## src/rtl/sweep_if.sv

```systemverilog
// rtl/sweep_if.sv - sweep scheduler control, FFT result and RAM write bundle
interface sweep_if #(
  parameter int ADDR_W = 12,
  parameter int FREQ_W = 16
);
  logic              start;
  logic              abort;
  logic              source_valid;
  logic [15:0]       fft_index;
  logic [15:0]       fft_real;
  logic [15:0]       fft_imag;
  logic [FREQ_W-1:0] freq_word;
  logic              next_freq;
  logic              fft_valid;
  logic              wr_en;
  logic [ADDR_W-1:0] wr_addr;
  logic [15:0]       wr_real;
  logic [15:0]       wr_imag;
  logic              busy;
  logic              sweep_done;
  logic              err;

  modport master (
    input  start, abort, source_valid, fft_index, fft_real, fft_imag,
    output freq_word, next_freq, fft_valid, wr_en, wr_addr, wr_real, wr_imag,
           busy, sweep_done, err
  );

  modport slave (
    output start, abort, source_valid, fft_index, fft_real, fft_imag,
    input  freq_word, next_freq, fft_valid, wr_en, wr_addr, wr_real, wr_imag,
           busy, sweep_done, err
  );
endinterface

```

## src/rtl/sweep_sched.sv

```systemverilog
// rtl/sweep_sched.sv - frequency-sweep sequencer: settle, arm FFT, capture one bin, write RAM
module sweep_sched #(
  parameter int NUM_STEPS   = 2800,
  parameter int ADDR_W      = 12,
  parameter int FREQ_W      = 16,
  parameter int FREQ_START  = 1,
  parameter int FREQ_INC    = 1,
  parameter int BIN_START   = 1,
  parameter int BIN_INC     = 1,
  parameter int SETTLE_CYC  = 4096,
  parameter int TIMEOUT_CYC = 8192
) (
  input  logic     clk_1_6384m,
  input  logic     rst_n,
  sweep_if.master  bus_io
);
  localparam int CNT_MAX = (SETTLE_CYC > TIMEOUT_CYC) ? SETTLE_CYC : TIMEOUT_CYC;
  localparam int CNT_W   = $clog2(CNT_MAX + 1);

  localparam logic [2:0] S_IDLE    = 3'd0;
  localparam logic [2:0] S_SETTLE  = 3'd1;
  localparam logic [2:0] S_ARM     = 3'd2;
  localparam logic [2:0] S_CAPTURE = 3'd3;
  localparam logic [2:0] S_WRITE   = 3'd4;
  localparam logic [2:0] S_DONE    = 3'd5;

  logic [2:0]        state_q, state_d;
  logic [ADDR_W-1:0] step_q, step_d;
  logic [CNT_W-1:0]  cnt_q, cnt_d;
  logic [15:0]       target_q, target_d;
  logic [15:0]       cap_re_q, cap_re_d, cap_im_q, cap_im_d;
  logic [FREQ_W-1:0] freq_q, freq_d;
  logic              next_freq_q, next_freq_d;
  logic              fft_valid_q, fft_valid_d;
  logic              wr_en_q, wr_en_d;
  logic [ADDR_W-1:0] wr_addr_q, wr_addr_d;
  logic [15:0]       wr_re_q, wr_re_d, wr_im_q, wr_im_d;
  logic              busy_q, busy_d;
  logic              done_q, done_d;
  logic              err_q, err_d;

  always_comb begin
    state_d     = state_q;
    step_d      = step_q;
    cnt_d       = cnt_q;
    target_d    = target_q;
    cap_re_d    = cap_re_q;
    cap_im_d    = cap_im_q;
    freq_d      = freq_q;
    next_freq_d = 1'b0;
    fft_valid_d = fft_valid_q;
    wr_en_d     = 1'b0;
    wr_addr_d   = wr_addr_q;
    wr_re_d     = wr_re_q;
    wr_im_d     = wr_im_q;
    busy_d      = busy_q;
    done_d      = done_q;
    err_d       = err_q;
    // abort wins over everything, including a start or a bin match in the same cycle
    if (bus_io.abort) begin
      state_d     = S_IDLE;
      busy_d      = 1'b0;
      fft_valid_d = 1'b0;
      done_d      = 1'b0;
    end else begin
      case (state_q)
        S_IDLE: if (bus_io.start) begin
          step_d      = '0;
          freq_d      = FREQ_W'(FREQ_START);
          next_freq_d = 1'b1;
          busy_d      = 1'b1;
          done_d      = 1'b0;
          err_d       = 1'b0;
          fft_valid_d = 1'b0;
          cnt_d       = CNT_W'(1);
          state_d     = S_SETTLE;
        end
        S_SETTLE: begin
          if (cnt_q == CNT_W'(SETTLE_CYC)) state_d = S_ARM;
          else                             cnt_d   = cnt_q + CNT_W'(1);
        end
        S_ARM: begin
          fft_valid_d = 1'b1;
          target_d    = 16'(BIN_START) + 16'(BIN_INC) * 16'(step_q);
          cnt_d       = CNT_W'(1);
          state_d     = S_CAPTURE;
        end
        S_CAPTURE: begin
          if (bus_io.source_valid && bus_io.fft_index == target_q) begin
            cap_re_d = bus_io.fft_real;
            cap_im_d = bus_io.fft_imag;
            state_d  = S_WRITE;
          end else if (cnt_q == CNT_W'(TIMEOUT_CYC)) begin
            cap_re_d = '0;
            cap_im_d = '0;
            err_d    = 1'b1;
            state_d  = S_WRITE;
          end else begin
            cnt_d = cnt_q + CNT_W'(1);
          end
        end
        // Write strobe and the next frequency word appear together on the cycle after WRITE
        S_WRITE: begin
          wr_en_d     = 1'b1;
          wr_addr_d   = step_q;
          wr_re_d     = cap_re_q;
          wr_im_d     = cap_im_q;
          fft_valid_d = 1'b0;
          if (step_q == ADDR_W'(NUM_STEPS - 1)) begin
            state_d = S_DONE;
          end else begin
            step_d      = step_q + ADDR_W'(1);
            freq_d      = freq_q + FREQ_W'(FREQ_INC);
            next_freq_d = 1'b1;
            cnt_d       = CNT_W'(1);
            state_d     = S_SETTLE;
          end
        end
        S_DONE: begin
          busy_d  = 1'b0;
          done_d  = 1'b1;
          state_d = S_IDLE;
        end
        default: state_d = S_IDLE;
      endcase
    end
  end

  always_ff @(posedge clk_1_6384m or negedge rst_n) begin
    if (!rst_n) begin
      state_q     <= S_IDLE;
      step_q      <= '0;
      cnt_q       <= '0;
      target_q    <= '0;
      cap_re_q    <= '0;
      cap_im_q    <= '0;
      freq_q      <= '0;
      next_freq_q <= 1'b0;
      fft_valid_q <= 1'b0;
      wr_en_q     <= 1'b0;
      wr_addr_q   <= '0;
      wr_re_q     <= '0;
      wr_im_q     <= '0;
      busy_q      <= 1'b0;
      done_q      <= 1'b0;
      err_q       <= 1'b0;
    end else begin
      state_q     <= state_d;
      step_q      <= step_d;
      cnt_q       <= cnt_d;
      target_q    <= target_d;
      cap_re_q    <= cap_re_d;
      cap_im_q    <= cap_im_d;
      freq_q      <= freq_d;
      next_freq_q <= next_freq_d;
      fft_valid_q <= fft_valid_d;
      wr_en_q     <= wr_en_d;
      wr_addr_q   <= wr_addr_d;
      wr_re_q     <= wr_re_d;
      wr_im_q     <= wr_im_d;
      busy_q      <= busy_d;
      done_q      <= done_d;
      err_q       <= err_d;
    end
  end

  assign bus_io.freq_word  = freq_q;
  assign bus_io.next_freq  = next_freq_q;
  assign bus_io.fft_valid  = fft_valid_q;
  assign bus_io.wr_en      = wr_en_q;
  assign bus_io.wr_addr    = wr_addr_q;
  assign bus_io.wr_real    = wr_re_q;
  assign bus_io.wr_imag    = wr_im_q;
  assign bus_io.busy       = busy_q;
  assign bus_io.sweep_done = done_q;
  assign bus_io.err        = err_q;
endmodule

```

## src/flat_wrapper.sv

```systemverilog
// flat-port wrapper written by rule: the top's interface ports become plain ports
module sweep_sched_flat 
#(
  parameter int NUM_STEPS   = 2800,
  parameter int ADDR_W      = 12,
  parameter int FREQ_W      = 16,
  parameter int FREQ_START  = 1,
  parameter int FREQ_INC    = 1,
  parameter int BIN_START   = 1,
  parameter int BIN_INC     = 1,
  parameter int SETTLE_CYC  = 4096,
  parameter int TIMEOUT_CYC = 8192
)
  (clk_1_6384m, rst_n, bus_io_start, bus_io_abort, bus_io_source_valid, bus_io_fft_index, bus_io_fft_real, bus_io_fft_imag, bus_io_freq_word, bus_io_next_freq, bus_io_fft_valid, bus_io_wr_en, bus_io_wr_addr, bus_io_wr_real, bus_io_wr_imag, bus_io_busy, bus_io_sweep_done, bus_io_err);
  sweep_if #(.ADDR_W(ADDR_W), .FREQ_W(FREQ_W)) bus_io_i ();
  input  logic clk_1_6384m;
  input  logic rst_n;
  input wire logic [$bits(bus_io_i.start)-1:0] bus_io_start;
  input wire logic [$bits(bus_io_i.abort)-1:0] bus_io_abort;
  input wire logic [$bits(bus_io_i.source_valid)-1:0] bus_io_source_valid;
  input wire logic [$bits(bus_io_i.fft_index)-1:0] bus_io_fft_index;
  input wire logic [$bits(bus_io_i.fft_real)-1:0] bus_io_fft_real;
  input wire logic [$bits(bus_io_i.fft_imag)-1:0] bus_io_fft_imag;
  output wire logic [$bits(bus_io_i.freq_word)-1:0] bus_io_freq_word;
  output wire logic [$bits(bus_io_i.next_freq)-1:0] bus_io_next_freq;
  output wire logic [$bits(bus_io_i.fft_valid)-1:0] bus_io_fft_valid;
  output wire logic [$bits(bus_io_i.wr_en)-1:0] bus_io_wr_en;
  output wire logic [$bits(bus_io_i.wr_addr)-1:0] bus_io_wr_addr;
  output wire logic [$bits(bus_io_i.wr_real)-1:0] bus_io_wr_real;
  output wire logic [$bits(bus_io_i.wr_imag)-1:0] bus_io_wr_imag;
  output wire logic [$bits(bus_io_i.busy)-1:0] bus_io_busy;
  output wire logic [$bits(bus_io_i.sweep_done)-1:0] bus_io_sweep_done;
  output wire logic [$bits(bus_io_i.err)-1:0] bus_io_err;
  assign bus_io_i.start = bus_io_start;
  assign bus_io_i.abort = bus_io_abort;
  assign bus_io_i.source_valid = bus_io_source_valid;
  assign bus_io_i.fft_index = bus_io_fft_index;
  assign bus_io_i.fft_real = bus_io_fft_real;
  assign bus_io_i.fft_imag = bus_io_fft_imag;
  assign bus_io_freq_word = bus_io_i.freq_word;
  assign bus_io_next_freq = bus_io_i.next_freq;
  assign bus_io_fft_valid = bus_io_i.fft_valid;
  assign bus_io_wr_en = bus_io_i.wr_en;
  assign bus_io_wr_addr = bus_io_i.wr_addr;
  assign bus_io_wr_real = bus_io_i.wr_real;
  assign bus_io_wr_imag = bus_io_i.wr_imag;
  assign bus_io_busy = bus_io_i.busy;
  assign bus_io_sweep_done = bus_io_i.sweep_done;
  assign bus_io_err = bus_io_i.err;
  sweep_sched #(.NUM_STEPS(NUM_STEPS), .ADDR_W(ADDR_W), .FREQ_W(FREQ_W), .FREQ_START(FREQ_START), .FREQ_INC(FREQ_INC), .BIN_START(BIN_START), .BIN_INC(BIN_INC), .SETTLE_CYC(SETTLE_CYC), .TIMEOUT_CYC(TIMEOUT_CYC)) u_core (.clk_1_6384m(clk_1_6384m), .rst_n(rst_n), .bus_io(bus_io_i));
endmodule
```

## config.mk

```make
export PLATFORM = sky130hd
export DESIGN_NAME = sweep_sched_flat
export DESIGN_NICKNAME = d
export VERILOG_FILES = /design/src/rtl/sweep_if.sv /design/src/rtl/sweep_sched.sv /design/src/flat_wrapper.sv
export SDC_FILE = /design/constraint.sdc
export NUM_CORES = 1
export LEC_CHECK = 0
export CORE_MARGIN = 2
export CORE_UTILIZATION = 39
export CTS_CLUSTER_DIAMETER = 120
export CTS_CLUSTER_SIZE = 25
export DETAILED_ROUTE_END_ITERATION = 12
export PLACE_DENSITY = 0.71
export SETUP_SLACK_MARGIN = 0.15
export SLEW_MARGIN = 20
export SYNTH_ARGS = -nofsm -noshare
export SYNTH_HDL_FRONTEND = slang
export SYNTH_SLANG_ARGS = --single-unit
```

## constraint.sdc

```tcl
create_clock -name clk_1_6384m -period 2.04 [get_ports clk_1_6384m]
set_clock_uncertainty 0.1 [all_clocks]
set_input_delay 0.408 -clock clk_1_6384m [delete_from_list [all_inputs] [get_ports clk_1_6384m]]
set_output_delay 0.408 -clock clk_1_6384m [all_outputs]
set_load 0.01 [all_outputs]
```

Yosys cells after proc, flatten, opt, wreduce, memory -nomap -nowiden
Cells that the tools add are included.
- equal/unequal tests: 18
- multiplexer cells: 39
- shift operators: 0
- bitwise gates (word level): 1
- div/mod/pow operators: 0
- reductions and logical operators: 17
- multipliers: 0
- $lt $le $gt $ge: 0
- add/subtract/negate cells: 4
- operator list (cell ; number):
    16-bit 2-to-1 mux ; 5
    14-bit 2-to-1 mux ; 5
    14-bit case mux with 5 select lines ; 1
    16-bit case mux with 2 select lines ; 1
    12-bit 2-to-1 mux ; 2
    12-bit case mux with 2 select lines ; 1
    3-bit 2-to-1 mux ; 6
    16-bit by 1-bit adder with 16-bit output (second input constant) ; 1
    16-bit equality test ; 1
    3-bit case mux with 5 select lines ; 1
    14-bit by 1-bit adder with 14-bit output (second input constant) ; 1
    14-bit by 13-bit equality test with 1-bit output (second input constant) ; 1
    14-bit equality test (second input constant) ; 1
    1-bit by 12-bit adder with 13-bit output (first input constant) ; 1
    12-bit by 1-bit adder with 12-bit output (second input constant) ; 1
    12-bit equality test (second input constant) ; 1
    1-bit 2-to-1 mux ; 12
    2-bit inequality test (second input constant) ; 5
    1-bit case mux with 2 select lines ; 4
    2-bit AND reduction ; 4
    7-bit AND reduction ; 1
    3-bit by 2-bit equality test with 1-bit output (second input constant) ; 2
    3-bit equality test (second input constant) ; 2
    3-bit AND reduction ; 2
    15 further kinds ; 17
- word-level logic and storage cells: 95
- memories: 0
- output and inout port bits: 66
- bits in latches: 0
- memory bits (read-only): 0
- register bits after elaboration: 143
- memory bits (writable): 0

Longest topological paths before layout
Gate-level depths: netlist (run 1).
- depth in word-level cells: 5
- depth in mapped cells: 9

Worst setup path after synthesis (run 1)
No wires, ideal clock.
- kind: reg2reg
- start point: register u_core.cnt_q[0]
- end point: register u_core.cnt_q[9]
- setup slack: -0.025 ns
- stages on the path, launching flop included: 9
- path buffers: 1
- required time: 1.804 ns
- clock period less this slack: 2.065 ns
- data arrival time: 1.829 ns
- setup time: 0.136 ns
- path through: dfrtp_1 -> inv_1 -> ha_1 -> nor4b_1 -> and4_1 -> or4_1 -> o2bb2ai_2 -> buf_2 -> a32oi_1
- cells in the longest elaborated chain, start to end: 4
- elaborated cells on any way between the ends: 10
- classes of those cells: 1 x add/sub; 4 x eq/ne; 4 x mux; 1 x reduce/logical
- ends and longest elaborated chain (what ; line ; RTL):
    start, declared ; sweep_sched.sv:29 ; logic [CNT_W-1:0] cnt_q, cnt_d;
    start signal, assigned ; sweep_sched.sv:150 ; cnt_q <= cnt_d;
    14-bit by 1-bit adder with 14-bit output ; sweep_sched.sv:80, sweep_sched.sv:99 ;
    14-bit 2-to-1 mux ; sweep_sched.sv:93 ; end else if (cnt_q == CNT_W'(TIMEOUT_CYC)) begin
    14-bit 2-to-1 mux ; sweep_sched.sv:89 ; if (bus_io.source_valid && bus_io.fft_index == target_q) begin
    14-bit case mux with 5 select lines ; sweep_sched.sv:66 ; case (state_q)
Several ways; a longest one is shown, not always the timed one. The select of a mux whose other input is x is not followed.
A chain may end at the register's enable or synchronous reset.

Final worst setup path (run 1)
- start point: register u_core.cnt_q[0]
- end point: register u_core.cnt_q[1]
The elaborated chain is that of the path after synthesis.

==> results.txt, run 1 <==
Post-synth cell types: 57
Crit path max-delay family: simple AND/OR/NAND/NOR gates
Vias in the first global route: 5733
Effective utilization at floorplan: 0.3943
# DRC: 0
Endpoints failing hold: 0
Clock transition at path regs: 0.06 ns
Final Slew Violations: 0
Final-stage net count: 924
CP bufs+invs: 2
RSZ-0062 raised after global routing: yes
Rel. slew slack: 0.6642
Worst hold slack: 0.3408 ns
Hold crit path type: primary input to asynchronous set/reset pin
Place WS: -0.4381 ns
GR Util met3: 0.05479
Post-DR wirelength/cell: 17.14 µm
GR peak layer: met2
Worst Tran Pin Value: 0.5037 ns
CP Cell Sequence: inv_2 > ha_4 > nor4b_4 > and4_4 > or4_4 > o2bb2ai_4 > buf_12 > mux2i_1
GPL Wtd Cong: 0.8808
Synthesized area: 6446 µm²
Sequential Area: 3510 µm²
Antenna Violating Nets Remaining: 0
Initial drt markers: 568
GRT Residual Overflow: 0
VDD IR max: 0.6415 mV
Status: complete, but fails checks
N_diodes: 0
Final setup margin: -0.07510 ns
Hpwl dp: 11830 µm
Finished layout cell area: 9713 µm²
Fill cells: 1408
TritonCTS clock tree: done
Row Count: 47
Root Driver: clkbuf_16
Clock Sinks: 140
CTS max path bufs: 2
Proportion of layout cells with a drive suffix above 1: 0.2307
Most area-consuming cells after synthesis: dfrtp_1 (54%), nand2_1 (9.1%), a22o_1 (4.5%)
Boundary Pins: 119
Clock latency on the worst-skew pair: 0.43 ns
Critical path class: register to register
Via density: 5.365
Fin crit share: 1.037
Routed vias: 5901
GR Util met2: 0.3345
First-pass GRT wire length: 29330 µm
Max_cap viols: 0
Area of the core: 16350 µm²
Slowest-stage cell, CP: or4_4
Leak pwr: 4.577 nW
CP required: 2.27 ns
DP Area: 8379 µm²
CP Max Fanout: 7
Yosys top cell area share: 0.5435
Power Dens Cells: 731.9 nW/µm²
Synthesized area per cell: 9.650 µm²
Worst R2R Path Depth: 8
Setup violators final: 8
Violated checks: setup timing
Die area: 17570 µm²
Post-synth ARST share: 1.000
Chip height: 132.6 µm
Number of iterations in the first detailed-routing pass: 5
CTS Buf Count: 17
Crit path launch type: register
Post-synthesis cell count: 668
Htree depth: 4
Layout area overhead: 50.68%
Main synth FF type: dfrtp_1
Min cycle time layout: 2.115 ns
Final wirelength: 18850 µm
Critical path depth: 8
Post-synth top area cell: dfrtp_1
Synth Warn #: 0
Die width: 132.6 µm
Gr usage total: 0.2107
Slowest stage delay, CP: 0.44 ns
Met1 usage: 0.2759
Synth Register Bits: 140
Post-synth EDFFs: 0
Setup tns final: -0.2044 ns
Initial antenna violation count: 0
Critical Path Sink Type: register
Syn nets: 725
CP Data Arrival Time: 2.35 ns
Sequential fraction of the synthesis area: 0.5435
F_max: 472.8 MHz
Largest net degree at the start of global routing: 53
IO buf count: 118
Multi-input gate area: 3143 µm²
==> synth_stat cells, types with 4 or more instances <==
master and instances:
nand2_1 157, dfrtp_1 140, nor2_1 50, a22o_1 33
a21oi_1 29, nand3_1 24, o21ai_0 24, xor2_1 18
xnor2_1 17, clkbuf_1 15, inv_1 15, nand4_1 14
nor4_1 14, nor3_1 12, buf_2 10, and3_1 8
a32oi_1 7, a31oi_1 5, buf_1 5, buf_4 5
and4_1 4, ha_1 4, nor2b_1 4, or3_1 4
==> final cells by class <==
cell class	count	area share
sequential	140	0.3613
timing repair buffer	215	0.2141
multi-input combinational	476	0.3236
tap	220	0.02834
inverter	17	0.006827
clock buffer	19	0.04663
clock inverter	13	0.01919
==> kinds of logic after synthesis <==
family	share of synthesized area
AOI/OAI and AO/OA	0.1330
xor gates and xnor gates	0.04755
adders and majority gates	0.007764
buffers and inverters	0.03688
DFF	0.5435
muxes	0.006405
and+or+nand+nor	0.2250
==> sequential cells by signal (all words and copies together) (netlist names), 3 cells and up <==
| name | cells |
|---|---|
| u_core.bus_io.wr_addr | 12 |
| u_core.cnt_q | 14 |
| u_core.cap_re_q | 16 |
| u_core.bus_io.wr_imag | 16 |
| u_core.cap_im_q | 16 |
| u_core.state_q | 3 |
| u_core.step_q | 12 |
| u_core.bus_io.freq_word | 16 |
| u_core.bus_io.wr_real | 16 |
| u_core.target_q | 13 |
==> placed cells by master, fill, tap and decap left out, types with 4 or more instances in the layout <==
| cell | n |
|---|---|
| nand2_1 | 157 |
| dfrtp_1 | 135 |
| clkdlybuf4s50_1 | 88 |
| buf_4 | 75 |
| nor2_1 | 42 |
| a22o_1 | 33 |
| a21oi_1 | 26 |
| nand3_1 | 20 |
| xor2_1 | 17 |
| xnor2_1 | 17 |
| clkbuf_16 | 17 |
| dlygate4sd2_1 | 16 |
| nand4_1 | 14 |
| inv_1 | 12 |
| buf_6 | 12 |
| o21ai_0 | 11 |
| dlymetal6s2s_1 | 11 |
| nor4_1 | 10 |
| nor3_1 | 10 |
| o21ai_1 | 8 |
| buf_12 | 8 |
| and3_1 | 7 |
| o21ai_2 | 6 |
| nor2_2 | 5 |
| dfrtp_2 | 5 |
| nor2_4 | 4 |
| nor4_4 | 4 |
| a32oi_2 | 4 |
| clkinvlp_4 | 4 |
| bufinv_16 | 4 |
==> layer usage <==
layer | vias up | routed length [µm]
met5 | - | 0
met4 | 0 | 439
met3 | 45 | 1260
met2 | 214 | 9215
met1 | 2910 | 7936
li1 | 2732 | -
==> metrics by stage <==
stage | std cells | power, W | utilization
2_1_floorplan | 668 | 0.003210 | -
3_3_place_gp | 1039 | 0.003593 | 0.5126
3_5_place_dp | 1039 | 0.003610 | 0.5126
4_1_cts | 1086 | 0.007079 | 0.5658
5_1_grt | 1100 | 0.007342 | 0.5941
6_report | 1100 | 0.007109 | 0.5941
==> where the power goes <==
part           switching, W  internal, W  leakage, nW  total [W]
Combinational      0.000387     0.000445         2.37   0.000832
Sequential        0.0000785      0.00284         1.91    0.00292
Clock               0.00124      0.00212        0.302    0.00336
Total               0.00171      0.00540         4.58    0.00711
==> worst reg2reg max path: stages (launching register included) <==
cell,delay (ns)
dfrtp_1,0.37
inv_2,0.06
ha_4,0.15
nor4b_4,0.12
and4_4,0.18
or4_4,0.44
o2bb2ai_4,0.20
buf_12,0.16
mux2i_1,0.23
==> final timing paths <==
kind | slack, ns | to | from
setup / recovery | -0.08 | u_core.cnt_q[1] | u_core.cnt_q[0]
hold / removal | 0.34 | u_core.cnt_q[12] | rst_n
setup reg to reg | -0.08 | u_core.cnt_q[1] | u_core.cnt_q[0]
hold reg to reg | 0.37 | u_core.bus_io.wr_addr[10] | u_core.bus_io.wr_addr[10]
max in group asynchronous | 0.90 | u_core.bus_io.freq_word[11] | rst_n
min in group clk_1_6384m | 0.37 | u_core.bus_io.wr_addr[10] | u_core.bus_io.wr_addr[10]
==> what timing repair did <==
item                                   CTS  global route
gates cloned                             1             3
buffers inserted                        13            11
pin swaps                                6            33
hold buffers                             1             0
resized for setup                       43            91
setup endpoints to repair               86            89
endpoints found under the hold margin   27             0
(Power assumes the default switching activity.)
==> run 2, diff against run 1 <==
--- a/config.mk
+++ b/config.mk
@@ -12,7 +12,6 @@
 export DETAILED_ROUTE_END_ITERATION = 12
 export PLACE_DENSITY = 0.71
 export SETUP_SLACK_MARGIN = 0.15
-export SLEW_MARGIN = 20
 export SYNTH_ARGS = -nofsm -noshare
 export SYNTH_HDL_FRONTEND = slang
 export SYNTH_SLANG_ARGS = --single-unit
==> results of run 2 <==
Final layout, timing and power as in run 1 (identical DEF).
